$ cat config.mk
export PLATFORM = sky130hd
export DESIGN_NAME = ram_bank_arbiter
export DESIGN_NICKNAME = d
export VERILOG_FILES = /design/src/rtl/ram_bank_arbiter.sv
export SDC_FILE = /design/constraint.sdc
export NUM_CORES = 1
export LEC_CHECK = 0
export BUFFER_PORTS_ARGS = -buffer_cell sky130_fd_sc_hd__buf_2
export CORE_AREA = 2 2 100 102
export CTS_CLUSTER_SIZE = 24
export DETAILED_ROUTE_END_ITERATION = 10
export DIE_AREA = 0 0 102 104
export SLEW_MARGIN = 15
export SYNTH_ARGS = -nofsm -noshare
export SYNTH_HDL_FRONTEND = slang
export SYNTH_SLANG_ARGS = --single-unit
$ cat constraint.sdc
create_clock -name clk -period 3.8 [get_ports clk]
set_clock_uncertainty 0.2 [all_clocks]
set_input_delay 0.38 -clock clk [delete_from_list [all_inputs] [get_ports clk]]
set_output_delay 0.38 -clock clk [all_outputs]
set_load 0.05 [all_outputs]
$ cat src/rtl/ram_bank_arbiter.sv
// Two-port arbiter for the byte-banked RAM: one access per cycle, round-robin
// tie-break, bounded lock ownership, per-bank write steering, 1-cycle read tracking.
module ram_bank_arbiter #(
  parameter int ADDR_WIDTH = 14,
  parameter int MAX_LOCK   = 16
) (
  input  logic                  clk,
  input  logic                  reset_n,
  input  logic                  req_0,
  input  logic                  req_1,
  input  logic                  lock_0,
  input  logic                  lock_1,
  input  logic                  we_0,
  input  logic                  we_1,
  input  logic [3:0]            be_0,
  input  logic [3:0]            be_1,
  input  logic [ADDR_WIDTH-1:0] addr_0,
  input  logic [ADDR_WIDTH-1:0] addr_1,
  input  logic [31:0]           wdata_0,
  input  logic [31:0]           wdata_1,
  output logic                  ack_0,
  output logic                  ack_1,
  output logic                  rvalid_0,
  output logic                  rvalid_1,
  output logic [31:0]           rdata_0,
  output logic [31:0]           rdata_1,
  output logic [ADDR_WIDTH-1:0] mem_addr,
  output logic [31:0]           mem_din,
  output logic [3:0]            mem_we,
  input  logic [31:0]           mem_dout
);
  localparam int         NUM_LANES = 4;
  localparam logic [7:0] LOCK_MAX  = 8'(MAX_LOCK);

  typedef enum logic [1:0] {OWN_NONE, OWN_P0, OWN_P1} own_e;

  own_e                  owner_q, owner_d;
  logic [7:0]            lock_cnt_q, lock_cnt_d;
  logic                  last_q, last_d;
  logic [ADDR_WIDTH-1:0] addr_q;
  logic [1:0]            rvalid_q;

  logic [1:0]                 req, lock, we;
  logic [1:0][3:0]            be;
  logic [1:0][ADDR_WIDTH-1:0] addr;
  logic [1:0][31:0]           wdata;

  assign req   = {req_1, req_0};
  assign lock  = {lock_1, lock_0};
  assign we    = {we_1, we_0};
  assign be    = {be_1, be_0};
  assign addr  = {addr_1, addr_0};
  assign wdata = {wdata_1, wdata_0};

  logic own_vld, own_idx, oth_idx;
  logic gnt, win, forced;

  assign own_vld = (owner_q != OWN_NONE);
  assign own_idx = (owner_q == OWN_P1);
  assign oth_idx = ~own_idx;

  // Priority: locked owner, forced rotation at the lock bound, single request, tie.
  always_comb begin
    gnt    = 1'b0;
    win    = 1'b0;
    forced = 1'b0;
    if (reset_n && (req != 2'b00)) begin
      gnt = 1'b1;
      if (own_vld && req[own_idx] && lock[own_idx] &&
          ((lock_cnt_q < LOCK_MAX) || !req[oth_idx])) begin
        win = own_idx;
      end else if (own_vld && (lock_cnt_q == LOCK_MAX) && req[oth_idx]) begin
        win    = oth_idx;
        forced = 1'b1;
      end else if (req == 2'b11) begin
        win = ~last_q;
      end else begin
        win = req[1];
      end
    end
  end

  always_comb begin
    owner_d    = owner_q;
    lock_cnt_d = lock_cnt_q;
    last_d     = last_q;
    if (own_vld && !req[own_idx]) begin
      owner_d    = OWN_NONE;
      lock_cnt_d = 8'd0;
    end
    if (gnt) begin
      last_d = win;
      if (forced) begin
        owner_d    = OWN_NONE;
        lock_cnt_d = 8'd0;
      end else if (lock[win]) begin
        if (own_vld && (own_idx == win)) begin
          lock_cnt_d = (lock_cnt_q < LOCK_MAX) ? lock_cnt_q + 8'd1 : lock_cnt_q;
        end else begin
          // Acquiring grant counts toward the bound.
          owner_d    = win ? OWN_P1 : OWN_P0;
          lock_cnt_d = 8'd1;
        end
      end else if (own_vld && (own_idx == win)) begin
        owner_d    = OWN_NONE;
        lock_cnt_d = 8'd0;
      end
    end
  end

  always_ff @(posedge clk or negedge reset_n) begin
    if (!reset_n) begin
      owner_q    <= OWN_NONE;
      lock_cnt_q <= 8'd0;
      last_q     <= 1'b1;
      addr_q     <= '0;
      rvalid_q   <= 2'b00;
    end else begin
      owner_q    <= owner_d;
      lock_cnt_q <= lock_cnt_d;
      last_q     <= last_d;
      if (gnt) addr_q <= addr[win];
      rvalid_q   <= {gnt & win & ~we[1], gnt & ~win & ~we[0]};
    end
  end

  assign ack_0    = gnt & ~win;
  assign ack_1    = gnt & win;
  assign rvalid_0 = rvalid_q[0];
  assign rvalid_1 = rvalid_q[1];
  assign rdata_0  = mem_dout;
  assign rdata_1  = mem_dout;
  assign mem_addr = gnt ? addr[win] : addr_q;

  for (genvar k = 0; k < NUM_LANES; k++) begin : g_lane
    assign mem_din[8*k +: 8] = wdata[win][8*k +: 8];
    assign mem_we[k]         = gnt & we[win] & be[win][k];
  end
endmodule
---- Word level (Yosys, flattened, before mapping) ----
Index checks and enable logic that the tools add are counted.
operators by class
  $add $sub $neg .......................... 1
  magnitude comparators ................... 4
  eq/ne operators ......................... 5
  muxes and demuxes ....................... 39
  bitwise gates (word level) .............. 14
  reduce and logical (&&, ||, !) cells .... 13
operator list
  kind                                                                          count
  32-bit 2-to-1 mux                                                             2
  8-bit 2-to-1 mux                                                              7
  14-bit 2-to-1 mux                                                             3
  1-bit 2-to-1 mux                                                              18
  2-bit 2-to-1 mux                                                              7
  1-bit bitwise AND                                                             9
  8-bit by 1-bit adder with 8-bit output, second input constant                 1
  8-bit by 5-bit == test with 1-bit output, second input constant               1
  1-bit logical AND                                                             8
  8-bit by 5-bit less-than comparator with 1-bit output, second input constant  1
  4-bit 2-to-1 mux                                                              2
  1-bit by 2-bit less-than comparator with 1-bit output, second input constant  3
  5-bit != test, second input constant                                          1
  1-bit inverter                                                                5
  2-bit == test, second input constant                                          2
  2-bit nonzero test                                                            2
  1-bit zero test                                                               2
  1-bit == test                                                                 1
  1-bit logical OR                                                              1
word-level totals
  bits in registers ....................... 27
  input port bits ......................... 140
  output and inout bits ................... 118
  word-level logic and storage cells ...... 81

---- Longest topological paths before layout ----
  depth after elaboration ................. 15
  mapped depth ............................ 10
  depth with buffers taken out ............ 10

---- Worst setup path before layout ----
Ideal clock, no wire load.
  kind .................................... flip-flop to output port
  from .................................... reg lock_cnt_q[0]
  to ...................................... out mem_we[0]
  arrival ................................. 2.958 ns
  data required time ...................... 3.220 ns
  setup slack ............................. 0.262 ns
  stages on the path, launching flop included .. 9
  path buffers ............................ 0
  path through ............................ dfrtp_1 inv_1 ha_1 nand4bb_1 nor3_2 o311ai_2 nand2_1 mux2i_1 nor3_1
between the ends
  cells in the longest elaborated chain, start to end .. 10
  elaborated cells between the ends (all ways) .. 15
  classes of those cells .................. order compare: 1; eq/ne: 1; mux: 7; bitwise: 2; reduce/logical: 4
RTL lines
  item                                                                                                           RTL line  text
  from (decl)                                                                                                    38        logic [7:0] lock_cnt_q, lock_cnt_d;
  from (signal assigned)                                                                                         120       lock_cnt_q <= lock_cnt_d;
  parallel branches: the longest is 4 deep, another holds 8-bit by 5-bit less-than comparator with 1-bit output  -
  1-bit 2-to-1 mux *                                                                                             69        if (own_vld && req[own_idx] && lock[own_idx] &&
  1-bit 2-to-1 mux *                                                                                             67        if (reset_n && (req != 2'b00)) begin
  1-bit 2-to-1 mux (implied by the code) (2 in series)                                                           137       assign mem_we[k] = gnt & we[win] & be[win][k];
  1-bit bitwise AND                                                                                              137
  1-bit bitwise AND *                                                                                            137
  to (decl)                                                                                                      29        output logic [3:0] mem_we,
Mark *: on every way between the ends. The select of a mux whose other input is x is not followed.

---- Worst setup path in the final report ----
  from .................................... reg lock_cnt_q[0]
  to ...................................... out mem_din[20]
between the ends
  cells in the longest elaborated chain, start to end .. 8
  elaborated cells between the ends (all ways) .. 11
  classes of those cells .................. order compare: 1; eq/ne: 1; mux: 5; reduce/logical: 4
RTL lines
  item                                                                                                           RTL line  text
  parallel branches: the longest is 4 deep, another holds 8-bit by 5-bit less-than comparator with 1-bit output  -
  1-bit 2-to-1 mux *                                                                                             69
  1-bit 2-to-1 mux *                                                                                             67
  32-bit 2-to-1 mux *                                                                                            -
  32-bit 2-to-1 mux (implied by the code) *                                                                      136       assign mem_din[8*k +: 8] = wdata[win][8*k +: 8];
  to (decl)                                                                                                      28        output logic [31:0] mem_din,
Marks and branches as above.

==> out/qor.yml <==
floorplanning:
  core_area_mm2: 0.00955
  die_w_um: 102
  die_area_mm2: 0.0106
  rows: 36
  start_util_pct: 27.1
  io_pins: 258
  die_height_um: 104
yosys:
  syn_inst: 347
  syn_nets: 489
  yosys.area.top_type_share_pct: 25.1
  synth_edf_count: 0
  avgSynthCellArea_um2: 7.47
  ys.flop_type: "dfrtp_1"
  synth_seq_cells: 27
  syn-cell-area_mm2: 0.00259
  yosysSeqAreaShare_pct: 26.1
  synth_cell_type_count: 53
  ys.warnings.count: 0
  ys_top_cells_by_area: "dfrtp_1 (25%), buf_4 (19%), nand2_1 (18%), mux2i_1 (8.5%), o21ai_1 (3.1%)"
  yosys.area.top_type: "dfrtp_1"
  synth-async-reset-ratio_pct: 100
timing:
  rsz0062_at_grt: "no"
  period_needed_ns: 3.57
  drv_slew: 0
  setup_viol_count_final: 0
  hold_violations: 0
  post-route-period-util_pct: 93.9
  worst_pin_slew_ns: 0.652
  max-slew-margin-rel_pct: 56.5
  max_freq_mhz: 280
  tns_ns: 0
worst_setup_path:
  cp_max_fo: 34
  start_kind: "register"
  r2r_end: "lock_cnt_q[3]"
  path_common_cell: "nand2_1"
  required_ns: 3.22
  end_kind: "primary output"
  cp.arrival_ns: 2.99
  crit_cells: 10
  max_stage_delay_ns: 0.60
  path_cells: "inv_1, ha_1, nand4bb_1, nor3_2, o311ai_2, nand3_2, inv_2, nand2_1, nand2_1, buf_2"
  startpoint: "lock_cnt_q[0]"
  path_delay_family: "buffers and inverters"
  path_buf_inv: 3
  worstSetupPathType: "register to primary output"
  r2r_start: "lock_cnt_q[0]"
  slowest_stage: "o311ai_2"
  reg2reg_depth: 9
  endpoint: "mem_din[20]"
  reg2reg_slack_ns: 0.88
hold_path:
  hold_class: "input port to register"
  whs_path_depth: 2
detailed_routing:
  num_vias: 2660
  detail_route.first_pass.iterations: 4
  final_antenna_net_count: 0
  route.met2.wl_um: 4490
  vias_per_cell: 4.65
  drt-total-wl_um: 9180
  initialDrtViolationCount: 143
  drc: 0
  topRoutingLayerUsed: "met4"
  dr_wl_met3_um: 968
  m1WireLength_um: 3570
  wire_per_inst_um: 16.0
pwr:
  switching_share_pct: 47.1
  p_seq_share_pct: 31.6
  p_switching_mw: 0.497
  internal-power_mw: 0.558
  vdd_drop_max_v: 0.000207
  combPwrFrac_pct: 52.6
  p_leak_nw: 1.82
  pwr_density_cell_mw_per_mm2: 333
  p_clk_share_pct: 15.8
finish:
  drive_gt1_share_pct: 42.1
  diodes: 0
  final_net_count: 582
  regArea_um2: 677
  multi_input_area_mm2: 0.00134
  mostFrequentLayoutCell: "buf_2"
  n_fill_cell: 1062
  fin_cells: 572
  area_growth_pct: 22.3
  final_cell_mix: "buf_2 (158), nand2_1 (121), dfrtp_1 (26)"
placement:
  dp_hpwl_um: 7620
  place_inst: 567
  place.gp.congestion: 0.932
  port_buffers: 161
clocking:
  post_cts_resized: 0
  htreeDepth: 1
  cts_buffers: 3
  worstSkewPairLatency_ns: 0.27
  cts.reportedPaths.clkPinSlew_ns: 0.10
  cts_tree: "done"
  max-clock-path-buffers: 2
  clock_sinks: 27
  cts_root_buf: "clkbuf_8"
global_route:
  first_global_vias: 2621
  overflow: 0
  grt.total_usage_pct: 16.3
  antenna_found_initial: 0
  grt_pass1_wl_um: 13600
  grt_max_degree: 40
run:
  maxCapViolations: 0
status:
  status: "finished clean"
[sequential cells by signal, indices dropped and copies added, names as in the netlist]
signal / flops
rvalid_q: 2
addr_q: 14
owner_q: 2
last_q: 1
lock_cnt_q: 8
[cell type report]
class,count,area share (%)
multi-input combinational,232,42.4
inverter,9,1.07
clock buffer,3,1.30
clock inverter,1,0.237
sequential,27,21.4
timing repair buffer,167,28.4
tap,133,5.25
[worst reg2reg max path, stage by stage, from the launching register on]
cell and delay (ns):
dfrtp_1 0.42, inv_1 0.08, ha_1 0.22, nand4bb_1 0.17, nor3_2 0.09, o311ai_2 0.60
nand4_2 0.25, a221oi_2 0.42, and2_1 0.26, a22o_1 0.15
[cell usage after synthesis (all sizes together) (2+ instances only)]
library cell / number
nand2: 121
buf: 69
dfrtp: 26
mux2i: 22
o21ai: 20
clkbuf: 10
inv: 9
nor2: 7
nor3: 6
and2: 4
nand3: 4
a21oi: 3
a22o: 3
or3: 3
a22oi: 2
and3: 2
ha: 2
nand2b: 2
nand4bb: 2
o211ai: 2
o21a: 2
o22ai: 2
o31ai: 2
[timing repair]
item                                   4_1_cts  5_1_grt
setup buffers                                0        0
hold buffers                                 1        0
endpoints found under the hold margin        6        0
[worst min-delay path by stage]
| stage | start | end | slack, ns |
|---|---|---|---|
| finish | we_0 | rvalid_q[0] | 0.05 |
| global route | we_0 | rvalid_q[0] | 0.05 |
| CTS | we_0 | rvalid_q[0] | 0.04 |
| detailed placement | reset_n | owner_q[1] | 0.08 |
| global placement | reset_n | lock_cnt_q[5] | 0.07 |
| floorplan | reset_n | addr_q[0] | -0.12 |
[metal layers]
metal | GRT usage (%) | vias up
met5 | 0 | -
met4 | 4.19 | 0
met3 | 5.24 | 19
met2 | 28.2 | 150
met1 | 19.3 | 1222
li1 | - | 1269
[power groups by stage]
stage / clock [mW] / sequential, mW / combinational [mW]
global route: 0.185 / 0.338 / 0.595
CTS: 0.177 / 0.333 / 0.562
global placement: 0 / 0.338 / 0.553
floorplan: 0 / 0.339 / 0.557
detailed placement: 0 / 0.340 / 0.558
finish: 0.167 / 0.333 / 0.555
[through the flow]
step                      hold WS (ns)  cell area [um2]  total power, mW  worst slack (ns)  utilization, %
after floorplan                 -0.116             2590            0.896             0.262               -
after global placement          0.0697             3110            0.891             0.655            32.6
after detailed placement        0.0796             3110            0.897             0.550            32.6
after CTS                       0.0399             3170             1.07             0.216            33.2
after global routing            0.0452             3170             1.12           0.00633            33.2
final                           0.0498             3170             1.06             0.233            33.2
[cells by family (layout without fill, tap and decap cells)]
logic type                 Yosys count  count (layout)  share of synthesized area (%)
and+or+nand+nor                    159             159                           27.9
buffers and inverters               88             180                           22.4
AOI/OAI and AO/OA                   47              47                           13.4
DFF                                 27              27                           26.1
muxes                               23              23                           8.93
adders and majority gates            2               2                          0.966
xor gates and xnor gates             1               1                          0.338
Note: power is estimated with default switching activity, not from simulation.
